[src/rtl/rob_retire_if.sv]
// Head-of-ROB commit bus: head entry fields and store handshake in, commit
// pulses, victim bypass and statistics out.
interface rob_retire_if #(
    parameter int TAG_W  = 5,
    parameter int WORD_W = 32
);
    logic              head_valid;
    logic              head_ready;
    logic [TAG_W-1:0]  head_tag;
    logic [4:0]        head_rd;
    logic [WORD_W-1:0] head_value;
    logic              head_regwr;
    logic              head_store;
    logic              head_load;
    logic              head_ecall;
    logic              head_unsupported;
    logic [TAG_W-1:0]  map_tag_rd;

    logic              store_req;
    logic              store_ack;
    logic              rob_pop;
    logic              lsq_pop;
    logic              rf_we;
    logic [4:0]        rf_waddr;
    logic [WORD_W-1:0] rf_wdata;
    logic              map_clear;
    logic [4:0]        victim_regstr;
    logic [WORD_W-1:0] victim_value;
    logic              halted;
    logic [31:0]       retired_count;
    logic [31:0]       store_stall_cycles;

    modport master (
        output head_valid, head_ready, head_tag, head_rd, head_value,
               head_regwr, head_store, head_load, head_ecall,
               head_unsupported, map_tag_rd, store_ack,
        input  store_req, rob_pop, lsq_pop, rf_we, rf_waddr, rf_wdata,
               map_clear, victim_regstr, victim_value, halted,
               retired_count, store_stall_cycles
    );

    modport slave (
        input  head_valid, head_ready, head_tag, head_rd, head_value,
               head_regwr, head_store, head_load, head_ecall,
               head_unsupported, map_tag_rd, store_ack,
        output store_req, rob_pop, lsq_pop, rf_we, rf_waddr, rf_wdata,
               map_clear, victim_regstr, victim_value, halted,
               retired_count, store_stall_cycles
    );
endinterface

[src/rtl/rob_retire.sv]
// In-order commit at the ROB head: one retirement per cycle, store drain
// handshake, victim bypass register, ecall halt. Optional RETIRE_STATS_EN counters.
module rob_retire #(
    parameter int ROB_SIZE = 16,
    parameter int NUM_REGS = 32,
    parameter int WORD_W   = 32,
    parameter int TAG_W    = 5
) (
    input  logic        clk,
    input  logic        reset,
    rob_retire_if.slave bus
);
    typedef enum logic [1:0] {
        IDLE       = 2'd0,
        STORE_WAIT = 2'd1,
        HALT       = 2'd2
    } state_e;

    state_e state_q, state_d;

    logic [TAG_W-1:0]  head_tag_w;
    logic [TAG_W-1:0]  map_tag_w;
    logic [WORD_W-1:0] head_value_w;
    logic              rd_writable;
    logic              tag_real;

    logic do_pop;
    logic do_lsq_pop;
    logic do_we;
    logic do_map_clear;
    logic do_store_req;

    logic [4:0]        victim_rd_q;
    logic [WORD_W-1:0] victim_val_q;

    assign head_tag_w   = bus.head_tag;
    assign map_tag_w    = bus.map_tag_rd;
    assign head_value_w = bus.head_value;

    // x0 is never written; tag 0 means "no producer" and must not match a map entry.
    assign rd_writable = (bus.head_rd != 5'd0) && (int'(bus.head_rd) < NUM_REGS);
    assign tag_real    = (head_tag_w != '0) && (int'(head_tag_w) <= ROB_SIZE);

    always_ff @(posedge clk) begin
        if (!reset) begin
            state_q <= IDLE;
        end else begin
            state_q <= state_d;
        end
    end

    always_comb begin
        state_d      = state_q;
        do_pop       = 1'b0;
        do_lsq_pop   = 1'b0;
        do_we        = 1'b0;
        do_map_clear = 1'b0;
        do_store_req = 1'b0;
        case (state_q)
            IDLE: begin
                if (bus.head_valid && bus.head_ready) begin
                    if (bus.head_unsupported) begin
                        do_pop = 1'b1;
                    end else if (bus.head_ecall) begin
                        do_pop  = 1'b1;
                        state_d = HALT;
                    end else if (bus.head_store) begin
                        do_store_req = 1'b1;
                        state_d      = STORE_WAIT;
                    end else begin
                        do_pop       = 1'b1;
                        do_lsq_pop   = bus.head_load;
                        do_we        = bus.head_regwr && rd_writable;
                        // A younger in-flight producer of rd keeps its mapping.
                        do_map_clear = bus.head_regwr && rd_writable && tag_real &&
                                       (map_tag_w == head_tag_w);
                    end
                end
            end
            STORE_WAIT: begin
                if (bus.store_ack) begin
                    do_pop     = 1'b1;
                    do_lsq_pop = 1'b1;
                    state_d    = IDLE;
                end else begin
                    do_store_req = 1'b1;
                end
            end
            HALT: begin
                state_d = HALT;
            end
            default: begin
                state_d = IDLE;
            end
        endcase
    end

    always_ff @(posedge clk) begin
        if (!reset) begin
            victim_rd_q  <= '0;
            victim_val_q <= '0;
        end else if (do_we) begin
            victim_rd_q  <= bus.head_rd;
            victim_val_q <= head_value_w;
        end else begin
            victim_rd_q  <= '0;
            victim_val_q <= '0;
        end
    end

    // Every output, combinational ones included, reads as zero while reset is low.
    assign bus.rob_pop       = reset && do_pop;
    assign bus.lsq_pop       = reset && do_lsq_pop;
    assign bus.rf_we         = reset && do_we;
    assign bus.map_clear     = reset && do_map_clear;
    assign bus.store_req     = reset && do_store_req;
    assign bus.rf_waddr      = (reset && do_we) ? bus.head_rd : 5'd0;
    assign bus.rf_wdata      = (reset && do_we) ? head_value_w : '0;
    assign bus.victim_regstr = reset ? victim_rd_q : 5'd0;
    assign bus.victim_value  = reset ? victim_val_q : '0;
    assign bus.halted        = reset && (state_q == HALT);

`ifdef RETIRE_STATS_EN
    logic [31:0] retired_q;
    logic [31:0] stall_q;

    always_ff @(posedge clk) begin
        if (!reset) begin
            retired_q <= '0;
            stall_q   <= '0;
        end else begin
            if (do_pop) begin
                retired_q <= retired_q + 32'd1;
            end
            if (state_q == STORE_WAIT) begin
                stall_q <= stall_q + 32'd1;
            end
        end
    end

    assign bus.retired_count      = reset ? retired_q : 32'd0;
    assign bus.store_stall_cycles = reset ? stall_q : 32'd0;
`else
    assign bus.retired_count      = 32'd0;
    assign bus.store_stall_cycles = 32'd0;
`endif
endmodule

[src/flat_wrapper.sv]
// flat-port wrapper written by rule: the top's interface ports become plain ports
module rob_retire_flat 
#(
    parameter int ROB_SIZE = 16,
    parameter int NUM_REGS = 32,
    parameter int WORD_W   = 32,
    parameter int TAG_W    = 5
)
  (clk, reset, bus_head_valid, bus_head_ready, bus_head_tag, bus_head_rd, bus_head_value, bus_head_regwr, bus_head_store, bus_head_load, bus_head_ecall, bus_head_unsupported, bus_map_tag_rd, bus_store_ack, bus_store_req, bus_rob_pop, bus_lsq_pop, bus_rf_we, bus_rf_waddr, bus_rf_wdata, bus_map_clear, bus_victim_regstr, bus_victim_value, bus_halted, bus_retired_count, bus_store_stall_cycles);
  rob_retire_if #(.TAG_W(TAG_W), .WORD_W(WORD_W)) bus_i ();
  input  logic clk;
  input  logic reset;
  input wire logic [$bits(bus_i.head_valid)-1:0] bus_head_valid;
  input wire logic [$bits(bus_i.head_ready)-1:0] bus_head_ready;
  input wire logic [$bits(bus_i.head_tag)-1:0] bus_head_tag;
  input wire logic [$bits(bus_i.head_rd)-1:0] bus_head_rd;
  input wire logic [$bits(bus_i.head_value)-1:0] bus_head_value;
  input wire logic [$bits(bus_i.head_regwr)-1:0] bus_head_regwr;
  input wire logic [$bits(bus_i.head_store)-1:0] bus_head_store;
  input wire logic [$bits(bus_i.head_load)-1:0] bus_head_load;
  input wire logic [$bits(bus_i.head_ecall)-1:0] bus_head_ecall;
  input wire logic [$bits(bus_i.head_unsupported)-1:0] bus_head_unsupported;
  input wire logic [$bits(bus_i.map_tag_rd)-1:0] bus_map_tag_rd;
  input wire logic [$bits(bus_i.store_ack)-1:0] bus_store_ack;
  output wire logic [$bits(bus_i.store_req)-1:0] bus_store_req;
  output wire logic [$bits(bus_i.rob_pop)-1:0] bus_rob_pop;
  output wire logic [$bits(bus_i.lsq_pop)-1:0] bus_lsq_pop;
  output wire logic [$bits(bus_i.rf_we)-1:0] bus_rf_we;
  output wire logic [$bits(bus_i.rf_waddr)-1:0] bus_rf_waddr;
  output wire logic [$bits(bus_i.rf_wdata)-1:0] bus_rf_wdata;
  output wire logic [$bits(bus_i.map_clear)-1:0] bus_map_clear;
  output wire logic [$bits(bus_i.victim_regstr)-1:0] bus_victim_regstr;
  output wire logic [$bits(bus_i.victim_value)-1:0] bus_victim_value;
  output wire logic [$bits(bus_i.halted)-1:0] bus_halted;
  output wire logic [$bits(bus_i.retired_count)-1:0] bus_retired_count;
  output wire logic [$bits(bus_i.store_stall_cycles)-1:0] bus_store_stall_cycles;
  assign bus_i.head_valid = bus_head_valid;
  assign bus_i.head_ready = bus_head_ready;
  assign bus_i.head_tag = bus_head_tag;
  assign bus_i.head_rd = bus_head_rd;
  assign bus_i.head_value = bus_head_value;
  assign bus_i.head_regwr = bus_head_regwr;
  assign bus_i.head_store = bus_head_store;
  assign bus_i.head_load = bus_head_load;
  assign bus_i.head_ecall = bus_head_ecall;
  assign bus_i.head_unsupported = bus_head_unsupported;
  assign bus_i.map_tag_rd = bus_map_tag_rd;
  assign bus_i.store_ack = bus_store_ack;
  assign bus_store_req = bus_i.store_req;
  assign bus_rob_pop = bus_i.rob_pop;
  assign bus_lsq_pop = bus_i.lsq_pop;
  assign bus_rf_we = bus_i.rf_we;
  assign bus_rf_waddr = bus_i.rf_waddr;
  assign bus_rf_wdata = bus_i.rf_wdata;
  assign bus_map_clear = bus_i.map_clear;
  assign bus_victim_regstr = bus_i.victim_regstr;
  assign bus_victim_value = bus_i.victim_value;
  assign bus_halted = bus_i.halted;
  assign bus_retired_count = bus_i.retired_count;
  assign bus_store_stall_cycles = bus_i.store_stall_cycles;
  rob_retire #(.ROB_SIZE(ROB_SIZE), .NUM_REGS(NUM_REGS), .WORD_W(WORD_W), .TAG_W(TAG_W)) u_core (.clk(clk), .reset(reset), .bus(bus_i));
endmodule
[config.mk]
export PLATFORM = sky130hd
export DESIGN_NAME = rob_retire_flat
export DESIGN_NICKNAME = d
export VERILOG_FILES = /design/src/rtl/rob_retire_if.sv /design/src/rtl/rob_retire.sv /design/src/flat_wrapper.sv
export SDC_FILE = /design/constraint.sdc
export NUM_CORES = 1
export LEC_CHECK = 0
export BUFFER_PORTS_ARGS = -buffer_cell sky130_fd_sc_hd__buf_2
export CAP_MARGIN = 20
export CORE_AREA = 2 2 78 80
export CTS_CLUSTER_DIAMETER = 80
export DETAILED_ROUTE_END_ITERATION = 12
export DIE_AREA = 0 0 80 82
export PLACE_DENSITY = 0.94
export REMOVE_ABC_BUFFERS = 1
export SYNTH_ARGS = -nofsm -noshare
export SYNTH_HDL_FRONTEND = slang
export SYNTH_SLANG_ARGS = --single-unit
[constraint.sdc]
create_clock -name clk -period 3.85 [get_ports clk]
set_input_delay 0.1925 -clock clk [delete_from_list [all_inputs] [get_ports clk]]
set_output_delay 0.1925 -clock clk [all_outputs]
set_load 0.005 [all_outputs]
Word-level counts from Yosys, hierarchy flattened
Cells that the tools add are included.
{"block": "totals", "regBits": 39, "latch_bits": 0, "ram_bits": 0, "rom_bits": 0, "inputBits": 57, "output_inout_bits": 144, "word_cells": 64, "memories": 0}
{"block": "classes", "addsub": 0, "n_mul": 0, "div": 0, "n_lt_le_gt_ge": 1, "n_eq_ne": 7, "shift": 0, "mux": 37, "n_bitwise": 0, "n_reduce_logical": 16}
{"op": "32-bit two-way mux", "count": 2}
{"op": "1-bit two-way mux", "count": 24}
{"op": "1-bit logical AND", "count": 11}
{"op": "2-bit two-way mux", "count": 5}
{"op": "5-bit two-way mux", "count": 2}
{"op": "5-bit nonzero test", "count": 2}
{"op": "1-bit case mux with 2 select lines", "count": 3}
{"op": "2-bit case mux with 3 select lines", "count": 1}
{"op": "5-bit == test", "count": 1}
{"op": "5-bit <= comparator (second input constant)", "count": 1}
{"op": "2-bit != test (second input constant)", "count": 2}
{"op": "4-bit AND reduction", "count": 1}
{"op": "3-bit != test (second input constant)", "count": 1}
{"op": "2-bit by 1-bit == test with 1-bit output (second input constant)", "count": 1}
{"op": "2-bit == test (second input constant)", "count": 1}
{"op": "2-bit zero test", "count": 1}
{"op": "2-bit by 1-bit != test with 1-bit output (second input constant)", "count": 1}
{"op": "2-bit AND reduction", "count": 1}

Logic depth before layout (Yosys ltp)
Gate-level depths: netlist of run 1.
{"block": "depth", "ltp_word": 10, "mapped_depth": 5, "mapped_depth_nobuf": 4}

Worst setup path after synthesis of run 1
Ideal clock, no wire load.
{"block": "synth_path", "path_kind": "reg2out", "start": "register u_core.state_q[1]", "end": "output bus_map_clear", "t_arrival_ns": 1.558, "t_required_ns": 3.658, "path_slack_ns": 2.099, "stages_incl_launch_ff": 6, "path_buffers": 1, "path_cell_list": "dfxtp_1 > or4_4 > nor3_4 > o211a_4 > buf_6 > o211a_1"}
{"block": "synth_between", "elab_chain_len": 3}
{"element": "from (decl)", "line": "rob_retire.sv:19", "text": "state_e state_q, state_d;"}
{"element": "from (signal assigned)", "line": "rob_retire.sv:48", "text": "state_q <= state_d;"}
{"element": "2-bit zero test", "line": "rob_retire.sv:59", "text": "case (state_q)"}
{"element": "1-bit two-way mux", "line": "rob_retire.sv:59"}
{"element": "1-bit logical AND", "line": "rob_retire.sv:115", "text": "assign bus.map_clear = reset && do_map_clear;"}
{"element": "to (decl)", "line": "flat_wrapper.sv:31", "text": "output wire logic [$bits(bus_i.map_clear)-1:0] bus_map_clear;"}
Every way passes these cells.

Worst setup path after layout of run 1
Same ends and word-level chain as after synthesis.

==> results of run 1 <==
==> cell usage after synthesis, drive strengths merged, types with 2 or more instances <==
| cell | number | area [µm²] |
|---|---|---|
| o211a | 2 | 27.5 |
| and3 | 5 | 31.3 |
| buf | 71 | 559 |
| xor2 | 4 | 35.0 |
| nand2 | 4 | 15.0 |
| nor2 | 4 | 15.0 |
| dfxtp | 39 | 781 |
| nor4 | 2 | 12.5 |
| nor3 | 2 | 21.3 |
| and2 | 107 | 669 |
| clkbuf | 4 | 15.0 |
| a21oi | 2 | 10.0 |
| or4 | 2 | 18.8 |
==> state kept, by name, indices dropped and copies added (netlist names) <==
register and flops:
u_core.victim_val_q 32, u_core.victim_rd_q 5, u_core.state_q 2
==> worst paths after layout <==
check	startpoint	slack, ns	cells after the start	end
worst max register to register	u_core.state_q[1]$_SDFFE_PN0P_	1.94	4	u_core.victim_val_q[9]$_SDFF_PP0_
worst min register to register	u_core.state_q[1]$_SDFFE_PN0P_	0.53	2	u_core.state_q[1]$_SDFFE_PN0P_
worst min-delay path	bus_head_value[4]	0.12	2	u_core.victim_val_q[4]$_SDFF_PP0_
worst max-delay path	u_core.state_q[1]$_SDFFE_PN0P_	1.40	5	bus_map_clear
==> metal layers <==
| layer | global-route usage | share of wire | wire length [µm] |
|---|---|---|---|
| met2 | 0.254 | 0.50 | 2380 |
| met3 | 0.0473 | 0.14 | 651 |
| met1 | 0.123 | 0.34 | 1640 |
| met5 | 0 | 0 | 0 |
| met4 | 0.0559 | 0.018 | 87 |
==> worst max-delay path: stages, from the launching register on <==
cell and delay, ns:
dfxtp_1 0.31, or4_4 0.54, nor3_4 0.22, o211a_4 0.56, o211a_1 0.23, buf_2 0.10
==> power by group <==
group	switching [µW]	leakage, µW	internal, µW
sequential	0.553	0.000314	405
clock	132	0.0000612	209
combinational	43.7	0.00131	29.4
==> metrics by stage <==
step                std cells  worst slack, ns  total power (µW)
detailed placement        455             1.58               487
global placement          455             1.65               485
global route              463             1.23               867
finish                    463             1.40               820
CTS                       463             1.36               834
floorplan                 244             2.00               442
==> cell families after synthesis <==
group,share of synthesized area
XOR/XNOR,0.0155
other,0.00166
buffers and inverters,0.255
AND/OR/NAND/NOR,0.355
flip-flops,0.345
AO/OA/AOI/OAI,0.0227
multiplexers,0.00497
==> area by class of cell <==
cell class | count | area, µm² | share of cell area
clock buffer | 6 | 82.6 | 0.0293
timing repair buffer | 136 | 681 | 0.241
sequential | 39 | 781 | 0.277
tap | 75 | 93.8 | 0.0333
inverter | 1 | 3.75 | 0.00133
multi-input combinational | 204 | 1140 | 0.405
clock inverter | 2 | 35.0 | 0.0124
==> results.json, run 1 <==
{
  "outcome": "finished clean",
  "drt_pre_antenna_iters": 4,
  "ios": 201,
  "antenna_found_initial": 0,
  "min_path_type": "in -> reg",
  "cts_made_buffers": 5,
  "htreeDepth": 2,
  "syn2layout_area_growth_pct": 24.5,
  "yosys_most_used_dff": "dfxtp_1",
  "remaining_drc_errors": 0,
  "worstSetupStartpointType": "flip-flop",
  "grt_max_degree": 73,
  "hpwlAfterDp_mm": 3.84,
  "setup_viol": 0,
  "rsz0062_at_grt": "no",
  "pwr_density_cell_nw_per_um2": 291,
  "synth.avg_cell_area_um2": 8.85,
  "clock_latency_ns": 0.28,
  "nNetsFinal": 444,
  "ys_ff_latch": 39,
  "max_freq_mhz": 408,
  "vias": 1880,
  "ys_async_sr_fraction": 0,
  "die_h_um": 82,
  "netlist_area_um2": 2260,
  "yosysWarnings": 0,
  "cts_buffer_depth": 2,
  "worstPathArrival_ns": 2.26,
  "place_area_um2": 2700,
  "drive_gt1_frac": 0.381,
  "max_slew.worst_pin.slew_ns": 0.543,
  "period_minus_slack_ns": 2.45,
  "ys_seq_area_frac": 0.345,
  "maxSlewViolCount": 0,
  "post_cts_buffers": 0,
  "finalWeightedCongestion": 0.796,
  "finClkSkew_ns": 0.00219,
  "irDropWorstVdd_uv": 219,
  "ys_types": 25,
  "wire_per_inst_um": 10.3,
  "drt_iter0_markers": 28,
  "die_area_um2": 6560,
  "clkTransAtPathRegs_ns": 0.07,
  "layout_commonest_cell": "buf_2",
  "cp.required_ns": 3.66,
  "ant_nets": 0,
  "grt_pass1_wl_mm": 6.65,
  "cp-end-kind": "output port",
  "routed_wl_mm": 4.76,
  "clock_sinks": 39,
  "cts-resized-gates": 0,
  "diodes": 0,
  "crit_type": "reg -> out",
  "cts_hold_buf": 0,
  "synth_cells": 256,
  "post-route-util": 0.491,
  "drv_cap": 0,
  "fillers": 566,
  "final_cell_mix": "buf_2 (136), and2_1 (107), conb_1 (64)",
  "slew_headroom": 0.638,
  "start_util": 0.394,
  "setup-tns-final_ns": 0,
  "port-buffer-count": 136,
  "grt_pass1_vias": 1567,
  "power_leakage_uw": 0.00168,
  "tritoncts": "built",
  "synth_edf_count": 0,
  "path_max_fanout": 72,
  "coreArea_um2": 5750,
  "routed_via_density": 4.06,
  "clock-root-buffer": "clkbuf_8",
  "fin_hold_ws_ns": 0.120,
  "finalInstanceArea_um2": 2820,
  "track_usage": 0.131,
  "fin_crit_sh": 0.637,
  "overflow": 0,
  "hold_viol_final": 0,
  "die_width_um": 80,
  "rows": 28
}
Power figures use the tool's default switching activity.
==> inputs of run 2 (changes only) <==
--- a/config.mk
+++ b/config.mk
@@ -5,13 +5,14 @@
 export SDC_FILE = /design/constraint.sdc
 export NUM_CORES = 1
 export LEC_CHECK = 0
+export ABC_AREA = 1
 export BUFFER_PORTS_ARGS = -buffer_cell sky130_fd_sc_hd__buf_2
 export CAP_MARGIN = 20
-export CORE_AREA = 2 2 78 80
+export CORE_ASPECT_RATIO = 2
+export CORE_UTILIZATION = 39
 export CTS_CLUSTER_DIAMETER = 80
 export DETAILED_ROUTE_END_ITERATION = 12
-export DIE_AREA = 0 0 80 82
-export PLACE_DENSITY = 0.94
+export PLACE_DENSITY = 0.9
 export REMOVE_ABC_BUFFERS = 1
 export SYNTH_ARGS = -nofsm -noshare
 export SYNTH_HDL_FRONTEND = slang
==> constraint.sdc (replaced) <==
create_clock -name clk -period 2.5 [get_ports clk]
set_input_delay 0.125 -clock clk [delete_from_list [all_inputs] [get_ports clk]]
set_output_delay 0.125 -clock clk [all_outputs]
set_load 0.005 [all_outputs]
==> run 2 against run 1 <==
Against the previous run: sequential cell count stayed put; non-clock buffer count increased by 2; first-iteration DRC count grew to 2.9 times the previous value; critical path depth increased by 2; wire length grew 12%; hold slack got worse by 0.029 ns; largest power group unchanged; highest routed layer unchanged.
==> results.json, run 2 <==
{
  "overflow": 0,
  "path_max_fanout": 76,
  "final_cell_mix": "buf_2 (136), inv_1 (89), conb_1 (64)",
  "clock-root-buffer": "clkbuf_16",
  "max_freq_mhz": 539,
  "drt_iter0_markers": 81,
  "synth_largest_area_cell": "dfxtp_1",
  "ys_async_sr_fraction": 0,
  "synthXorXnorAreaFrac": 0,
  "tritoncts": "built",
  "min_from": "bus_head_value[0]",
  "port-buffer-count": 136,
  "cts-resized-gates": 0,
  "rows": 40,
  "regToRegStartpoint": "u_core.state_q[0]$_SDFFE_PN0P_",
  "setup_viol": 0,
  "fin_crit_sh": 0.742,
  "syn2layout_area_growth_pct": 24.8,
  "ys_seq_area_frac": 0.315,
  "cts_hold_buf": 0,
  "pwr_density_cell_nw_per_um2": 435,
  "die_area_um2": 6690,
  "worstSetupStartpointType": "flip-flop",
  "coreArea_um2": 6060,
  "regMostFlops": "u_core.victim_val_q",
  "irDropWorstVdd_uv": 316,
  "setup_ws_ns": 0.645,
  "post_cts_buffers": 0,
  "outcome": "finished clean",
  "synth.area.mux_share": 0,
  "min_path_type": "in -> reg",
  "track_usage": 0.155,
  "crit_start": "u_core.state_q[0]$_SDFFE_PN0P_",
  "synth_compound_area_frac": 0.00707,
  "crit_type": "reg -> out",
  "yosysWarnings": 0,
  "wire_per_inst_um": 9.11,
  "place_ws_ns": 0.984,
  "finClkSkew_ns": 0.00221,
  "start_util": 0.409,
  "vias": 2307,
  "worstPathArrival_ns": 1.73,
  "antenna_found_initial": 0,
  "drive_gt1_frac": 0.373,
  "synth_fa_ha_area_frac": 0,
  "synth_top_family_by_area": "buffers and inverters",
  "finalWeightedCongestion": 0.754,
  "ys_types": 18,
  "die_width_um": 58.4,
  "cp-end-kind": "output port",
  "ios": 201,
  "power_leakage_uw": 0.00221,
  "synth_cells": 369,
  "rsz0062_at_grt": "no",
  "synth_most_common_cell": "inv_1",
  "remaining_drc_errors": 0,
  "maxSlewViolCount": 0,
  "nNetsFinal": 557,
  "cp.required_ns": 2.38,
  "cts_buffer_depth": 2,
  "reg_top3": "u_core.victim_val_q: 32 flops, u_core.victim_rd_q: 5 flops, u_core.state_q: 2 flops",
  "clkTransAtPathRegs_ns": 0.05,
  "synth_area_leaders": "dfxtp_1 (32%), buf_4 (20%), inv_1 (13%), nand2_1 (9.2%), nor2_2 (8.1%)",
  "synth_top_area_frac": 0.315,
  "period_minus_slack_ns": 1.85,
  "ant_nets": 0,
  "grt_pass1_vias": 1984,
  "yosys_most_used_dff": "dfxtp_1",
  "drt_pre_antenna_iters": 4,
  "die_h_um": 115,
  "yosys.area_share.simple": 0.310,
  "routed_via_density": 3.96,
  "synth_edf_count": 0,
  "post-route-util": 0.511,
  "clock_sinks": 39,
  "largest_reg_flops": 32,
  "setup-tns-final_ns": 0,
  "hpwlAfterDp_mm": 4.34,
  "grt_max_degree": 77,
  "hold_viol_final": 0,
  "ys_ff_latch": 39,
  "clock_latency_ns": 0.27,
  "htreeDepth": 2,
  "diodes": 0,
  "layout_commonest_cell": "buf_2",
  "drv_cap": 0,
  "grt_pass1_wl_mm": 7.96,
  "routed_wl_mm": 5.31,
  "netlist_area_um2": 2480,
  "cts_made_buffers": 5,
  "synth.avg_cell_area_um2": 6.71,
  "synth.top_cells.by_count": "inv_1 (89), buf_4 (65), nand2_1 (61)"
}
## run 2: report_power, final
group / internal [µW] / total (µW) / switching [µW] / leakage (µW)
clock: 358 / 571 / 213 / 0.0000628
sequential: 625 / 626 / 0.861 / 0.000314
combinational: 52.0 / 150 / 98.2 / 0.00183
## run 2: through the flow
stage | power [µW] | cell area, µm² | instances | hold slack (ns)
after global placement | 782 | 2960 | 577 | 0.363
after floorplan | 714 | 2140 | 355 | 0.275
final | 1350 | 3090 | 583 | 0.0902
after CTS | 1370 | 3090 | 583 | 0.0833
after detailed placement | 787 | 2960 | 577 | 0.369
after global routing | 1410 | 3090 | 583 | 0.0974
## run 2: final timing paths
check | endpoint | cells past startpoint | slack [ns]
max reg2reg | u_core.victim_val_q[1]$_SDFF_PP0_ | 6 | 1.09
min reg2reg | u_core.state_q[1]$_SDFFE_PN0P_ | 2 | 0.56
max | bus_rf_wdata[11] | 7 | 0.65
min | u_core.victim_val_q[0]$_SDFF_PP0_ | 3 | 0.09
## run 2: layer usage
metal  global-route usage  routed length [µm]  vias up
met4               0.0778                 117        0
met1                0.125                1710     1006
met2                0.329                3130      140
li1                     -                   -     1151
met5                    0                   0        -
met3               0.0237                 357       10
## run 2: layout make-up
class / instances / area, µm²
clock buffers: 6 / 129
multi-input cells: 226 / 1030
fillers: 599 / 2960
well taps: 84 / 105
repair buffers: 138 / 708
inverters: 90 / 338
flip-flops and latches: 39 / 781
## run 2: kinds of logic after synthesis
family          count (synthesis)
flops                          39
other cells                     1
buf+inv                       167
simple gates                  159
compound gates                  3
## run 2: critical path, cell delays in order (launching register included)
cell and delay [ns]:
dfxtp_1 0.32, inv_1 0.08, nand2_1 0.07, nor2_1 0.33, nand3_4 0.12, buf_12 0.23
nor2_2 0.13, buf_2 0.13
==> inputs of run 3 (changes only) <==
--- a/config.mk
+++ b/config.mk
@@ -9,10 +9,10 @@
 export BUFFER_PORTS_ARGS = -buffer_cell sky130_fd_sc_hd__buf_2
 export CAP_MARGIN = 20
 export CORE_ASPECT_RATIO = 2
-export CORE_UTILIZATION = 39
+export CORE_UTILIZATION = 36
 export CTS_CLUSTER_DIAMETER = 80
 export DETAILED_ROUTE_END_ITERATION = 12
-export PLACE_DENSITY = 0.9
+export PLACE_DENSITY = 0.88
 export REMOVE_ABC_BUFFERS = 1
 export SYNTH_ARGS = -nofsm -noshare
 export SYNTH_HDL_FRONTEND = slang
==> constraint.sdc (replaced) <==
create_clock -name clk -period 1.7 [get_ports clk]
set_input_delay 0.085 -clock clk [delete_from_list [all_inputs] [get_ports clk]]
set_output_delay 0.085 -clock clk [all_outputs]
set_load 0.005 [all_outputs]
==> run 3 against run 2 <==
Against the previous run: sequential share of layout area shrank 0.63 points; total power grew 57%; via count grew 0.39%; clock skew grew 0.0013 ns; sequential cell count is the same; non-clock buffer count grew 3; sequential power grew 47%; setup slack lost 0.56 ns; global-route usage is essentially flat; first-iteration DRC count shrank 28%; critical endpoint is now bus_rf_waddr[4]; largest cell class unchanged.
==> results.json, run 3 (same netlist as run 2, synthesis figures left out) <==
{
  "place_area_um2": 3000,
  "cts_hold_buf": 0,
  "coreArea_um2": 6620,
  "worstSetupStartpointType": "flip-flop",
  "largest_reg_flops": 32,
  "clock_sinks": 39,
  "combinationalPowerShare": 0.108,
  "reg_top3": "u_core.victim_val_q: 32 flops, u_core.victim_rd_q: 5 flops, u_core.state_q: 2 flops",
  "ios": 201,
  "max_freq_mhz": 617,
  "irDropWorstVdd_uv": 662,
  "grt_pass1_wl_mm": 8.25,
  "drt_pre_antenna_iters": 4,
  "maxSlewViolCount": 0,
  "cts-resized-gates": 1,
  "min_from": "bus_head_value[22]",
  "worstPathArrival_ns": 1.53,
  "port-buffer-count": 136,
  "pwr-share-seq": 0.436,
  "start_util": 0.374,
  "wire_per_inst_um": 9.75,
  "intPower_uw": 1620,
  "path_max_fanout": 23,
  "cts_buffer_depth": 2,
  "regToRegStartpoint": "u_core.state_q[0]$_SDFFE_PN0P_",
  "vias": 2316,
  "fin_crit_sh": 0.953,
  "regMostFlops": "u_core.victim_val_q",
  "fin_hold_ws_ns": 0.0479,
  "finClkSkew_ns": 0.00354,
  "die_area_um2": 7240,
  "syn2layout_area_growth_pct": 28.0,
  "antenna_found_initial": 0,
  "htreeDepth": 2,
  "worstRegToRegCells": 6,
  "finalInstanceArea_um2": 3170,
  "clock-root-buffer": "clkbuf_16",
  "cts_made_buffers": 5,
  "diodes": 0,
  "pwr_density_cell_nw_per_um2": 665,
  "finalWeightedCongestion": 0.777,
  "crit_start": "u_core.state_q[0]$_SDFFE_PN0P_",
  "post_cts_buffers": 0,
  "setup_ws_ns": 0.0803,
  "tritoncts": "built",
  "final_cell_mix": "buf_2 (136), inv_1 (89), conb_1 (64)",
  "clkTransAtPathRegs_ns": 0.06,
  "nNetsFinal": 560,
  "routed_wl_mm": 5.77,
  "swShare": 0.231,
  "grt_max_degree": 42,
  "cp.required_ns": 1.62,
  "place_ws_ns": 0.238,
  "rows": 42,
  "drt_iter0_markers": 58,
  "routed_via_density": 3.91,
  "final_cells": 592,
  "cp-end-kind": "output port",
  "outcome": "finished clean",
  "die_width_um": 60.7,
  "hold_viol_final": 0,
  "drv_cap": 0,
  "drive_gt1_frac": 0.381,
  "placedCellCount": 584,
  "hpwlAfterDp_mm": 4.69,
  "reg2reg_to": "u_core.victim_val_q[7]$_SDFF_PP0_",
  "setup_viol": 0,
  "whs_path_depth": 3,
  "clockPowerShare": 0.456,
  "clock_latency_ns": 0.28,
  "period_minus_slack_ns": 1.62,
  "grt_pass1_vias": 2033,
  "track_usage": 0.155,
  "min_path_type": "in -> reg",
  "ant_nets": 0,
  "rsz0062_at_grt": "no",
  "reg2reg_setup_slack_ns": 0.47,
  "power_leakage_uw": 0.00224,
  "overflow": 0,
  "layout_commonest_cell": "buf_2",
  "die_h_um": 119,
  "p_sw_uw": 487,
  "min_to": "u_core.victim_val_q[22]$_SDFF_PP0_",
  "remaining_drc_errors": 0,
  "crit_type": "reg -> out",
  "power.total_uw": 2110
}
[run 3: worst max-delay path by stage]
stage / to / slack (ns) / cells past startpoint
CTS: bus_rf_wdata[18] / 0.02 / 7
global placement: bus_rf_wdata[10] / 0.32 / 7
global route: bus_rf_wdata[10] / 0.03 / 7
finish: bus_rf_waddr[4] / 0.08 / 7
detailed placement: bus_rf_wdata[18] / 0.24 / 7
floorplan: bus_map_clear / -0.67 / 5
[run 3: cell type report]
class	count	area (µm²)
multi-input combinational	226	1040
clock buffer	8	156
timing repair buffer	141	747
fill	664	3450
sequential	39	781
tap	88	110
inverter	90	338
[run 3: critical path, cell delays in order (launching register included)]
cell and delay [ns]:
dfxtp_1 0.33, inv_1 0.08, nand2_1 0.11, nor2_4 0.17, nand3_4 0.13, buf_12 0.19, nor2_2 0.10, buf_2 0.12
[run 3: power by group through the flow]
stage                     clock network, µW  logic, µW  registers [µW]
after floorplan                           0        111             939
final                                   961        228             920
after CTS                               989        225             919
after global placement                    0        215             939
after global routing                   1020        266             919
after detailed placement                  0        224             939
[run 3: layer usage]
| layer | routed length [µm] | vias up | GRT usage |
|---|---|---|---|
| met5 | 0 | - | 0 |
| met4 | 151 | 0 | 0.0795 |
| met3 | 381 | 9 | 0.0206 |
| met2 | 3400 | 137 | 0.325 |
| met1 | 1840 | 1007 | 0.119 |
| li1 | - | 1163 | - |
[run 3: through the flow]
step            util  setup TNS, ns
2_1_floorplan      -         -45.38
6_report       0.479              0
4_1_cts        0.478              0
3_3_place_gp   0.454              0
5_1_grt        0.479              0
3_5_place_dp   0.454              0
